[config.mk]
export PLATFORM = sky130hd
export DESIGN_NAME = regfile_alu_ctrl
export DESIGN_NICKNAME = d
export VERILOG_FILES = /design/src/rtl/regfile_alu_ctrl_pkg.sv /design/src/rtl/regfile_alu_ctrl_alu.sv /design/src/rtl/regfile_alu_ctrl.sv
export SDC_FILE = /design/constraint.sdc
export NUM_CORES = 2
export LEC_CHECK = 0
export CAP_MARGIN = 15
export CELL_PAD_IN_SITES_DETAIL_PLACEMENT = 1
export CELL_PAD_IN_SITES_GLOBAL_PLACEMENT = 1
export CORE_MARGIN = 1
export CORE_UTILIZATION = 30
export CTS_BUF_LIST = sky130_fd_sc_hd__clkbuf_4
export CTS_CLUSTER_DIAMETER = 200
export CTS_CLUSTER_SIZE = 8
export DETAILED_ROUTE_END_ITERATION = 10
export GPL_TIMING_DRIVEN = 0
export PLACE_DENSITY_LB_ADDON = 0.1
export SLEW_MARGIN = 30
export SYNTH_ARGS = -nofsm -noshare
export SYNTH_HDL_FRONTEND = slang
export SYNTH_HIERARCHICAL = 1
export SYNTH_SLANG_ARGS = --single-unit
[constraint.sdc]
create_clock -name clk -period 13 [get_ports clk]
set_input_delay 2.6 -clock clk [delete_from_list [all_inputs] [get_ports clk]]
set_output_delay 2.6 -clock clk [all_outputs]
set_load 0.03 [all_outputs]
[src/rtl/regfile_alu_ctrl_pkg.sv]
// Shared decode constants for the RV32I register-file / ALU / control slice.
// Holds ALU op codes, immediate-format one-hots, access sizes and opcodes.
package regfile_alu_ctrl_pkg;

    typedef enum logic [4:0] {
        ALU_ADD  = 5'd0,
        ALU_SUB  = 5'd1,
        ALU_SLL  = 5'd2,
        ALU_SLT  = 5'd3,
        ALU_SLTU = 5'd4,
        ALU_XOR  = 5'd5,
        ALU_SRL  = 5'd6,
        ALU_SRA  = 5'd7,
        ALU_OR   = 5'd8,
        ALU_AND  = 5'd9
    } alu_op_e;

    typedef enum logic [5:0] {
        EXT_NONE  = 6'b000000,
        EXT_I     = 6'b000001,
        EXT_S     = 6'b000010,
        EXT_B     = 6'b000100,
        EXT_ISHAM = 6'b001000
    } ext_op_e;

    typedef enum logic [2:0] {
        DM_WORD  = 3'd0,
        DM_HALF  = 3'd1,
        DM_HALFU = 3'd2,
        DM_BYTE  = 3'd3,
        DM_BYTEU = 3'd4
    } dmem_type_e;

    localparam logic [6:0] OP_R      = 7'b0110011;
    localparam logic [6:0] OP_IALU   = 7'b0010011;
    localparam logic [6:0] OP_LOAD   = 7'b0000011;
    localparam logic [6:0] OP_STORE  = 7'b0100011;
    localparam logic [6:0] OP_BRANCH = 7'b1100011;

    typedef struct packed {
        logic       reg_write;
        logic       mem_write;
        dmem_type_e dmem_type;
        logic       wb_sel;
        alu_op_e    alu_op;
        logic       alu_src;
        ext_op_e    ext_op;
    } ctrl_t;

    // Shamt immediates are zero-extended so SRAI's funct7 bit never leaks into B.
    function automatic logic [31:0] gen_imm(input ext_op_e ext, input logic [31:0] ins);
        case (ext)
            EXT_I:     gen_imm = {{20{ins[31]}}, ins[31:20]};
            EXT_S:     gen_imm = {{20{ins[31]}}, ins[31:25], ins[11:7]};
            EXT_B:     gen_imm = {{19{ins[31]}}, ins[31], ins[7], ins[30:25], ins[11:8], 1'b0};
            EXT_ISHAM: gen_imm = {27'd0, ins[24:20]};
            default:   gen_imm = 32'd0;
        endcase
    endfunction

endpackage

[src/rtl/regfile_alu_ctrl_alu.sv]
// Combinational RV32I integer ALU: ten operations, shifts use b[4:0].
module rfac_alu
    import regfile_alu_ctrl_pkg::*;
#(
    parameter int DW = 32
) (
    input  logic [DW-1:0] a_i,
    input  logic [DW-1:0] b_i,
    input  alu_op_e       op_i,
    output logic [DW-1:0] result_o,
    output logic          zero_o
);

    logic [4:0] shamt;
    assign shamt = b_i[4:0];

    // NOTE: combinational blocks use blocking '=' and assign a default first so no latch is inferred.
    always_comb begin
        result_o = '0;
        case (op_i)
            ALU_ADD:  result_o = a_i + b_i;
            ALU_SUB:  result_o = a_i - b_i;
            ALU_SLL:  result_o = a_i << shamt;
            ALU_SLT:  result_o = {{(DW-1){1'b0}}, $signed(a_i) < $signed(b_i)};
            ALU_SLTU: result_o = {{(DW-1){1'b0}}, a_i < b_i};
            ALU_XOR:  result_o = a_i ^ b_i;
            ALU_SRL:  result_o = a_i >> shamt;
            ALU_SRA:  result_o = $unsigned($signed(a_i) >>> shamt);
            ALU_OR:   result_o = a_i | b_i;
            ALU_AND:  result_o = a_i & b_i;
            default:  result_o = '0;
        endcase
    end

    assign zero_o = (result_o == '0);

endmodule

[src/rtl/regfile_alu_ctrl.sv]
// RV32I single-cycle slice: instruction decode, 32x32 register file and ALU.
// Decode and reads are combinational; only register writes are clocked.
module regfile_alu_ctrl
    import regfile_alu_ctrl_pkg::*;
#(
    parameter int DW = 32
) (
    input  logic          clk,
    input  logic          rstn,
    input  logic [31:0]   instr_i,
    input  logic          hold_i,
    input  logic [DW-1:0] dmem_rdata_i,
    input  logic [4:0]    dbg_addr_i,
    output logic          reg_write_o,
    output logic          mem_write_o,
    output logic [2:0]    dmem_type_o,
    output logic          wb_sel_o,
    output logic [4:0]    alu_op_o,
    output logic          alu_src_o,
    output logic [5:0]    ext_op_o,
    output logic [DW-1:0] alu_result_o,
    output logic          zero_o,
    output logic [DW-1:0] rs2_data_o,
    output logic [DW-1:0] dbg_data_o
);

    logic [6:0] opcode;
    logic [4:0] rd, rs1, rs2;
    logic [2:0] f3;
    logic       f7_alt;
    ctrl_t      ctrl;

    assign opcode = instr_i[6:0];
    assign rd     = instr_i[11:7];
    assign f3     = instr_i[14:12];
    assign rs1    = instr_i[19:15];
    assign rs2    = instr_i[24:20];
    assign f7_alt = instr_i[30];

    always_comb begin
        ctrl = '0;
        case (opcode)
            OP_R: begin
                ctrl.reg_write = 1'b1;
                case (f3)
                    3'b000: ctrl.alu_op = f7_alt ? ALU_SUB : ALU_ADD;
                    3'b001: ctrl.alu_op = ALU_SLL;
                    3'b010: ctrl.alu_op = ALU_SLT;
                    3'b011: ctrl.alu_op = ALU_SLTU;
                    3'b100: ctrl.alu_op = ALU_XOR;
                    3'b101: ctrl.alu_op = f7_alt ? ALU_SRA : ALU_SRL;
                    3'b110: ctrl.alu_op = ALU_OR;
                    default: ctrl.alu_op = ALU_AND;
                endcase
            end
            OP_IALU: begin
                ctrl.reg_write = 1'b1;
                ctrl.alu_src   = 1'b1;
                ctrl.ext_op    = EXT_I;
                case (f3)
                    3'b000: ctrl.alu_op = ALU_ADD;
                    3'b001: begin ctrl.alu_op = ALU_SLL; ctrl.ext_op = EXT_ISHAM; end
                    3'b010: ctrl.alu_op = ALU_SLT;
                    3'b011: ctrl.alu_op = ALU_SLTU;
                    3'b100: ctrl.alu_op = ALU_XOR;
                    3'b101: begin
                        ctrl.alu_op = f7_alt ? ALU_SRA : ALU_SRL;
                        ctrl.ext_op = EXT_ISHAM;
                    end
                    3'b110: ctrl.alu_op = ALU_OR;
                    default: ctrl.alu_op = ALU_AND;
                endcase
            end
            OP_LOAD: begin
                if (f3 inside {3'b000, 3'b001, 3'b010, 3'b100, 3'b101}) begin
                    ctrl.reg_write = 1'b1;
                    ctrl.wb_sel    = 1'b1;
                    ctrl.alu_src   = 1'b1;
                    ctrl.ext_op    = EXT_I;
                    case (f3)
                        3'b000: ctrl.dmem_type = DM_BYTE;
                        3'b001: ctrl.dmem_type = DM_HALF;
                        3'b100: ctrl.dmem_type = DM_BYTEU;
                        3'b101: ctrl.dmem_type = DM_HALFU;
                        default: ctrl.dmem_type = DM_WORD;
                    endcase
                end
            end
            OP_STORE: begin
                if (f3 inside {3'b000, 3'b001, 3'b010}) begin
                    ctrl.mem_write = 1'b1;
                    ctrl.alu_src   = 1'b1;
                    ctrl.ext_op    = EXT_S;
                    case (f3)
                        3'b000: ctrl.dmem_type = DM_BYTE;
                        3'b001: ctrl.dmem_type = DM_HALF;
                        default: ctrl.dmem_type = DM_WORD;
                    endcase
                end
            end
            OP_BRANCH: begin
                if (f3 inside {3'b000, 3'b001}) begin
                    ctrl.alu_op = ALU_SUB;
                    ctrl.ext_op = EXT_B;
                end
            end
            default: ctrl = '0;
        endcase
    end

    logic [DW-1:0] rf_q [32];
    logic [DW-1:0] rs1_data, rs2_data, imm, alu_b, rf_d;

    assign rs1_data = rf_q[rs1];
    assign rs2_data = rf_q[rs2];
    assign imm      = gen_imm(ctrl.ext_op, instr_i);
    assign alu_b    = ctrl.alu_src ? imm : rs2_data;

    rfac_alu #(.DW(DW)) u_alu (
        .a_i      (rs1_data),
        .b_i      (alu_b),
        .op_i     (ctrl.alu_op),
        .result_o (alu_result_o),
        .zero_o   (zero_o)
    );

    assign rf_d = ctrl.wb_sel ? dmem_rdata_i : alu_result_o;

    // NOTE: the whole register array is cleared on reset because software relies on zeroed registers.
    // x0 is never written, so it stays at its reset value of zero.
    always_ff @(posedge clk or negedge rstn) begin
        if (!rstn) begin
            for (int i = 0; i < 32; i++) rf_q[i] <= '0;
        end else if (reg_write_o && (rd != 5'd0)) begin
            rf_q[rd] <= rf_d;
        end
    end

    assign reg_write_o = ctrl.reg_write & ~hold_i;
    assign mem_write_o = ctrl.mem_write & ~hold_i;
    assign dmem_type_o = ctrl.dmem_type;
    assign wb_sel_o    = ctrl.wb_sel;
    assign alu_op_o    = ctrl.alu_op;
    assign alu_src_o   = ctrl.alu_src;
    assign ext_op_o    = ctrl.ext_op;
    assign rs2_data_o  = rs2_data;
    assign dbg_data_o  = rf_q[dbg_addr_i];

endmodule

; Word level (Yosys, flattened, before mapping)
; Cells that the tools add are included.
[word_totals]
register_bits = 1024
output_inout_bits = 115
word_cells = 126
[classes]
addsub = 2
n_lt_le_gt_ge = 7
n_eq_ne = 24
n_shift = 3
mux = 37
bitwise_logic = 10
reduce_logical = 11
[op_table]
columns = cell, count
row1 = $bwmux 1024, 1
row2 = $bmux 32 s5, 3
row3 = $pmux 32 s10, 1
row4 = $mux 32, 9
row5 = $demux 32 s5, 1
row6 = $pmux 32 s4, 1
row7 = $lt 32x32->1, 2
row8 = $pmux 4 s7, 2
row9 = $add 32x32->32, 1
row10 = $and 32x32->32, 1
row11 = $logic_not 32->1, 1
row12 = $or 32x32->32, 1
row13 = $shl 32x5->32, 1
row14 = $shr 32x5->32, 1
row15 = $sshr 32x5->32, 1
row16 = $sub 32x32->32, 1
row17 = $xor 32x32->32, 1
row18 = $ge 6x6->1 const B, 4
row19 = $not 5->6, 4
row20 = $pmux 6 s4, 1
row21 = $eq 5x3->1 const B, 4
row22 = $pmux 5 s3, 1
row23 = $eq 7x6->1 const B, 2
row24 = $mux 7, 2
row25 = other kinds (31), 47

; Longest topological paths before layout
[depth]
depth_word = 11
mapped_depth = 28
ltp_nobuf = 20

; By module
; Netlist, hierarchy kept.
[by_module_without_submodules]
columns = module, n_inst, cells_each, area_each_um2, seq_area_each_um2
row1 = regfile_alu_ctrl, 1, 5501, 61717.9, 25624.6
row2 = rfac_alu, 1, 1346, 9511.6, 0.0

; Least setup slack after synthesis
; No wires, ideal clock.
[synth_timing]
kind = input-to-output
startpoint = input instr_i[20]
endpoint = output zero_o
t_arrival_ps = 9261
required_ps = 10400
path_slack_ps = 1139
stages = 25
path_cell_list = buf_2 > clkbuf_1 > buf_2 > buf_2 > mux2i_1 > a21oi_1 > a211oi_1 > o21ai_0 > buf_2 > buf_2 > clkinv_1 > clkbuf_1 > ha_1 > clkbuf_1 > o21ba_1 > a2111o_1 > a211oi_1 > nor3_1 > o21ai_0 > a21boi_0 > o21ai_0 > o2111ai_1 > or4_1 > or4_1 > nor3_2
[synth_via]
elab_chain_cells = 8
elab_cells_between_ends = 18
cone_classes = add/sub: 2 / order compare: 2 / shift: 3 / mux: 6 / bitwise: 4 / reduce/logical: 1
[synth_lines]
columns = item, line
row1 = from (decl), regfile_alu_ctrl.sv:10  ; input logic [31:0] instr_i,
row2 = $not 5->6 (implied by the code) *, regfile_alu_ctrl.sv:115  ; assign rs2_data = rf_q[rs2];
row3 = $bmux 32 s5 *, regfile_alu_ctrl.sv:115
row4 = $mux 32 (implied by the code) * (2 in series), regfile_alu_ctrl.sv:115
row5 = $mux 32 *, regfile_alu_ctrl.sv:117  ; assign alu_b = ctrl.alu_src ? imm : rs2_data;
row6 = net alu_b[2], regfile_alu_ctrl.sv:112  ; logic [DW-1:0] rs1_data, rs2_data, imm, alu_b, rf_d;
row7 = $lt 32x32->1 (tied with other cells), regfile_alu_ctrl_alu.sv:25  ; ALU_SLTU: result_o = {{(DW-1){1'b0}}, a_i < b_i};
row8 = $pmux 32 s10 *, regfile_alu_ctrl_alu.sv:20  ; case (op_i)
row9 = net alu_result_o[0], regfile_alu_ctrl.sv:21  ; output logic [DW-1:0] alu_result_o,
row10 = $logic_not 32->1 *, regfile_alu_ctrl_alu.sv:35  ; assign zero_o = (result_o == '0);
row11 = to (decl), regfile_alu_ctrl.sv:22  ; output logic zero_o,
; The timed path passes the listed nets; every way through them passes the cells marked *. The select of a mux whose other input is x is not followed.

; Worst setup path after layout
[layout_timing]
startpoint = input instr_i[2]
endpoint = output zero_o
[layout_via]
elab_chain_cells = 8
elab_cells_between_ends = 36
cone_classes = add/sub: 2 / order compare: 2 / eq/ne: 18 / shift: 3 / mux: 6 / bitwise: 3 / reduce/logical: 2
[layout_lines]
columns = item, line
row1 = $eq 7x7->1 (tied with other cells), regfile_alu_ctrl.sv:42  ; case (opcode)
row2 = $pmux 6 s4, regfile_alu_ctrl.sv:42
row3 = $eq 6x4->1 (tied with other cells), regfile_alu_ctrl_pkg.sv:52  ; case (ext)
row4 = $pmux 32 s4, regfile_alu_ctrl_pkg.sv:52
row5 = $mux 32, regfile_alu_ctrl.sv:117
row6 = $sub 32x32->32 (tied with other cells), regfile_alu_ctrl_alu.sv:22  ; ALU_SUB: result_o = a_i - b_i;
row7 = $pmux 32 s10 *, regfile_alu_ctrl_alu.sv:20
row8 = $logic_not 32->1 *, regfile_alu_ctrl_alu.sv:35
; Every way passes the cells marked *; elsewhere a longest branch is shown, timed or not.

==> impl_metrics.yaml <==
worst_setup_path:
  worstSetupPathType: "input port to output pin"
  start_kind: "input port"
  arrival_ns: 10.35
  worst_path_max_delay_cell: "clkbuf_1"
  slowest_delay_ns: 0.84
  end_kind: "output pin"
  crit_chain: "clkdlybuf4s50_1 > nand4bb_1 > nor2_1 > nand2_1 > nor2_1 > clkbuf_1 > nor3_1 > nand2_1 > clkbuf_2 > clkbuf_2 > clkbuf_1 > o221ai_1 > o21ai_0 > o211ai_1 > or4_1 > nor3_2 > clkbuf_2"
  crit_fanout: 10
  required_ns: 10.40
  crit_top_cell: "clkbuf_2"
timing:
  rsz0062_at_grt: "no"
  worstMarginPinSlew_ns: 1.13
  tns_ns: 0
  period_needed_ns: 12.95
  clock-skew-final_ns: 0.0966
  final-setup-viol-count: 0
  timing.fmax_mhz: 77.2
  slew_violations: 0
  relSlewSlack: 0.247
  finalHoldViolCount: 0
  fin_crit_sh: 0.996
cts:
  max-clock-path-buffers: 3
  cts.sinks: 1024
  clock_latency_ns: 1.32
  htree_num_levels: 4
  ctsHoldBuffers: 0
  cts_root_buffer: "clkbuf_4"
  numCtsBuffers: 145
  clk_transition_reported_paths_ns: 0.10
  cts_tree: "yes"
detailed_routing:
  detail-route-antenna-nets: 0
  vias: 65400
  drt-wirelength-per-cell_um: 40.3
  drt_pass1_iterations: 6
  drc: 0
  routed_via_density: 6.28
  drt_wl_total_um: 420000
  drt_iter0_drc: 6869
layout:
  largest_reg_flops: 1024
  nFillCells: 26400
  final_cells: 10400
  area.sequential_um2: 25600
  fin_area_um2: 80400
  synthToLayoutAreaGrowth_pct: 12.9
  top_regs: "rf_q x1024"
  final_util: 0.341
  multi_input_area_um2: 42800
  top_register: "rf_q"
  layout-drive-gt1-share: 0.217
  fin_nets: 7403
place:
  placed_cells: 10200
  io_buffer_count: 164
  dpl_cell_area_um2: 78200
  dp_hpwl_um: 332000
  gp_congestion: 1.03
power_and_ir_drop:
  leakage_nw: 33.9
  share_seq_of_total_power: 0.465
  p_int_mw: 4.36
  clock_power_share: 0.265
  ir_drop_mv: 0.0715
  power_density_nw_per_um2: 87.9
  switchingPower_mw: 2.70
  switching_share: 0.383
  combPwrFrac: 0.270
global_route:
  grt_overflow_total: 0
  track_usage: 0.348
  grt_use_met2: 0.551
  grt_pass1_wl_um: 571000
  grt_max_degree: 115
  use_met1: 0.438
  use_met3: 0.0806
  grt_pass1_vias: 66700
  busiest_layer: "met2"
  antenna_found_initial: 52
run:
  drv_cap: 0
logic_synthesis:
  synth_compound_area_frac: 0.156
  yosysWarningCount: 6
  syn_inst: 6847
  synth_area_leaders: "dfrtp_1 36%, mux4_2 21%, mux2i_1 8.3%, a21oi_1 6.1%, nor2_1 4.3%"
  muxShareOfSynthArea: 0.316
  synth.top_cell.area_share: 0.360
  synth_top_family_by_area: "multiplexers"
  synthAdderAreaFrac: 0.0180
  yosysSeqAreaShare: 0.360
  synth_xor_area_frac: 0.00111
  synth-seq-cells: 1024
  async_flop_share: 1.00
  synth_top_area_cell: "dfrtp_1"
  synthDistinctLibCells: 96
  syn-cell-area_um2: 71200
  synth-simple-area-share: 0.0975
  synth-main-ff-cell: "dfrtp_1"
  synth_enable_flop_cells: 0
  syn_area_per_cell_um2: 10.4
die:
  die_w_um: 489
  initial_core_util: 0.302
  core_um2: 236000
  num_rows: 178
  die_area_um2: 239000
  die_y_um: 489
  io_pins: 187
min_path:
  hold_class: "flip-flop to flip-flop"
run_status:
  status: "finished clean"
==> routing by layer <==
layer / routed length [um] / vias to the layer above / part of all wire
met5: 162 / - / 0.00039
met1: 167000 / 35100 / 0.40
li1: - / 26400 / -
met4: 26400 / 20 / 0.063
met2: 192000 / 3096 / 0.46
met3: 33500 / 871 / 0.080
==> placed cells by master (no fill, tap or decap), types with 33 or more instances in the layout <==
cell type	n
a21oi_1	867
a22o_1	98
a22oi_1	144
buf_2	242
buf_4	60
clkbuf_1	298
clkbuf_2	91
clkbuf_4	166
clkdlybuf4s50_1	158
dfrtp_1	1024
ha_1	99
inv_1	130
mux2_2	84
mux2i_1	562
mux4_2	677
nand2_1	499
nand3_1	37
nor2_1	816
nor3_1	65
o211ai_1	33
o21ai_0	355
o21ai_1	48
o22ai_1	39
==> final cells by class <==
class / count / share of cell area
clock buffers: 149 / 0.0139
plain buffers: 725 / 0.0440
flip-flops and latches: 1024 / 0.319
well taps: 3150 / 0.0490
clock inverters: 10 / 0.00126
inverters: 135 / 0.00641
diodes: 31 / 0.000965
multi-input cells: 4967 / 0.532
repair buffers: 232 / 0.0340
==> power groups by stage <==
stage                     sequential [mW]  combinational (mW)  clock, mW
after floorplan                      3.33               0.931          0
after global placement               3.36                1.75          0
after detailed placement             3.35                1.81          0
after CTS                            3.29                1.85       1.92
after global routing                 3.30                1.96       2.01
final                                3.29                1.91       1.87
==> cell families (layout without fill, tap and decap cells) <==
logic type,after synthesis,count (layout)
XOR/XNOR,9,9
adder cells (fa/ha/maj),101,101
buffers and inverters,864,1251
multiplexers,1368,1368
AO/OA/AOI/OAI,1873,1873
flip-flops,1024,1024
AND/OR/NAND/NOR,1607,1607
other,1,40
==> final timing paths <==
path | depth (start not counted) | startpoint | end | slack [ns]
max reg2reg | 20 | rf_q[529] | rf_q[794] | 4.97
max | 17 | instr_i[2] | zero_o | 0.05
max in group asynchronous | 5 | rstn | rf_q[284] | 9.17
min in group asynchronous | 1 | rstn | rf_q[648] | 1.20
min reg2reg | 1 | rf_q[1007] | rf_q[1007] | 0.52
min | 1 | rf_q[1007] | rf_q[1007] | 0.52
==> synthesized netlist by cell type, types with 13 or more instances <==
cell / n
buf_2: 255
a211oi_1: 59
o21ai_0: 370
a21o_1: 17
o31ai_1: 14
a31oi_1: 24
mux4_2: 677
mux2_2: 84
mux2i_1: 594
ha_1: 99
dfrtp_1: 1024
mux4_1: 13
inv_1: 131
nand4_1: 23
o21ai_1: 42
buf_1: 48
or3_1: 17
o22ai_1: 47
a21oi_1: 873
nand3_1: 39
or4_1: 17
a22oi_1: 145
nor3_1: 68
nand2_1: 500
nor2b_1: 24
o211ai_1: 33
nor2_1: 818
clkbuf_1: 405
a22o_1: 98
==> worst max-delay path: cells and delay by family <==
kind	cells	cell delay [ns]
AND/OR/NAND/NOR	8	3.17
AO/OA/AOI/OAI	3	1.19
buffers and inverters	6	3.33
==> per-stage QoR <==
stage                     hold WS (ns)  total power [mW]  worst slack (ns)
after floorplan                  0.462              4.26              1.14
after global placement           0.478              5.12            -41.58
after detailed placement         0.495              5.16             -3.81
after CTS                        0.519              7.06         0.0000311
after global routing             0.536              7.26            0.0438
final                            0.517              7.07            0.0478
==> what timing repair did <==
item	4_1_cts	5_1_grt
setup buffers	14	0
endpoints found under the setup margin	31	2
endpoints found under the hold margin	0	0
gates resized for setup	175	51
pin swaps	10	1
Note: power is estimated with default switching activity, not from simulation.
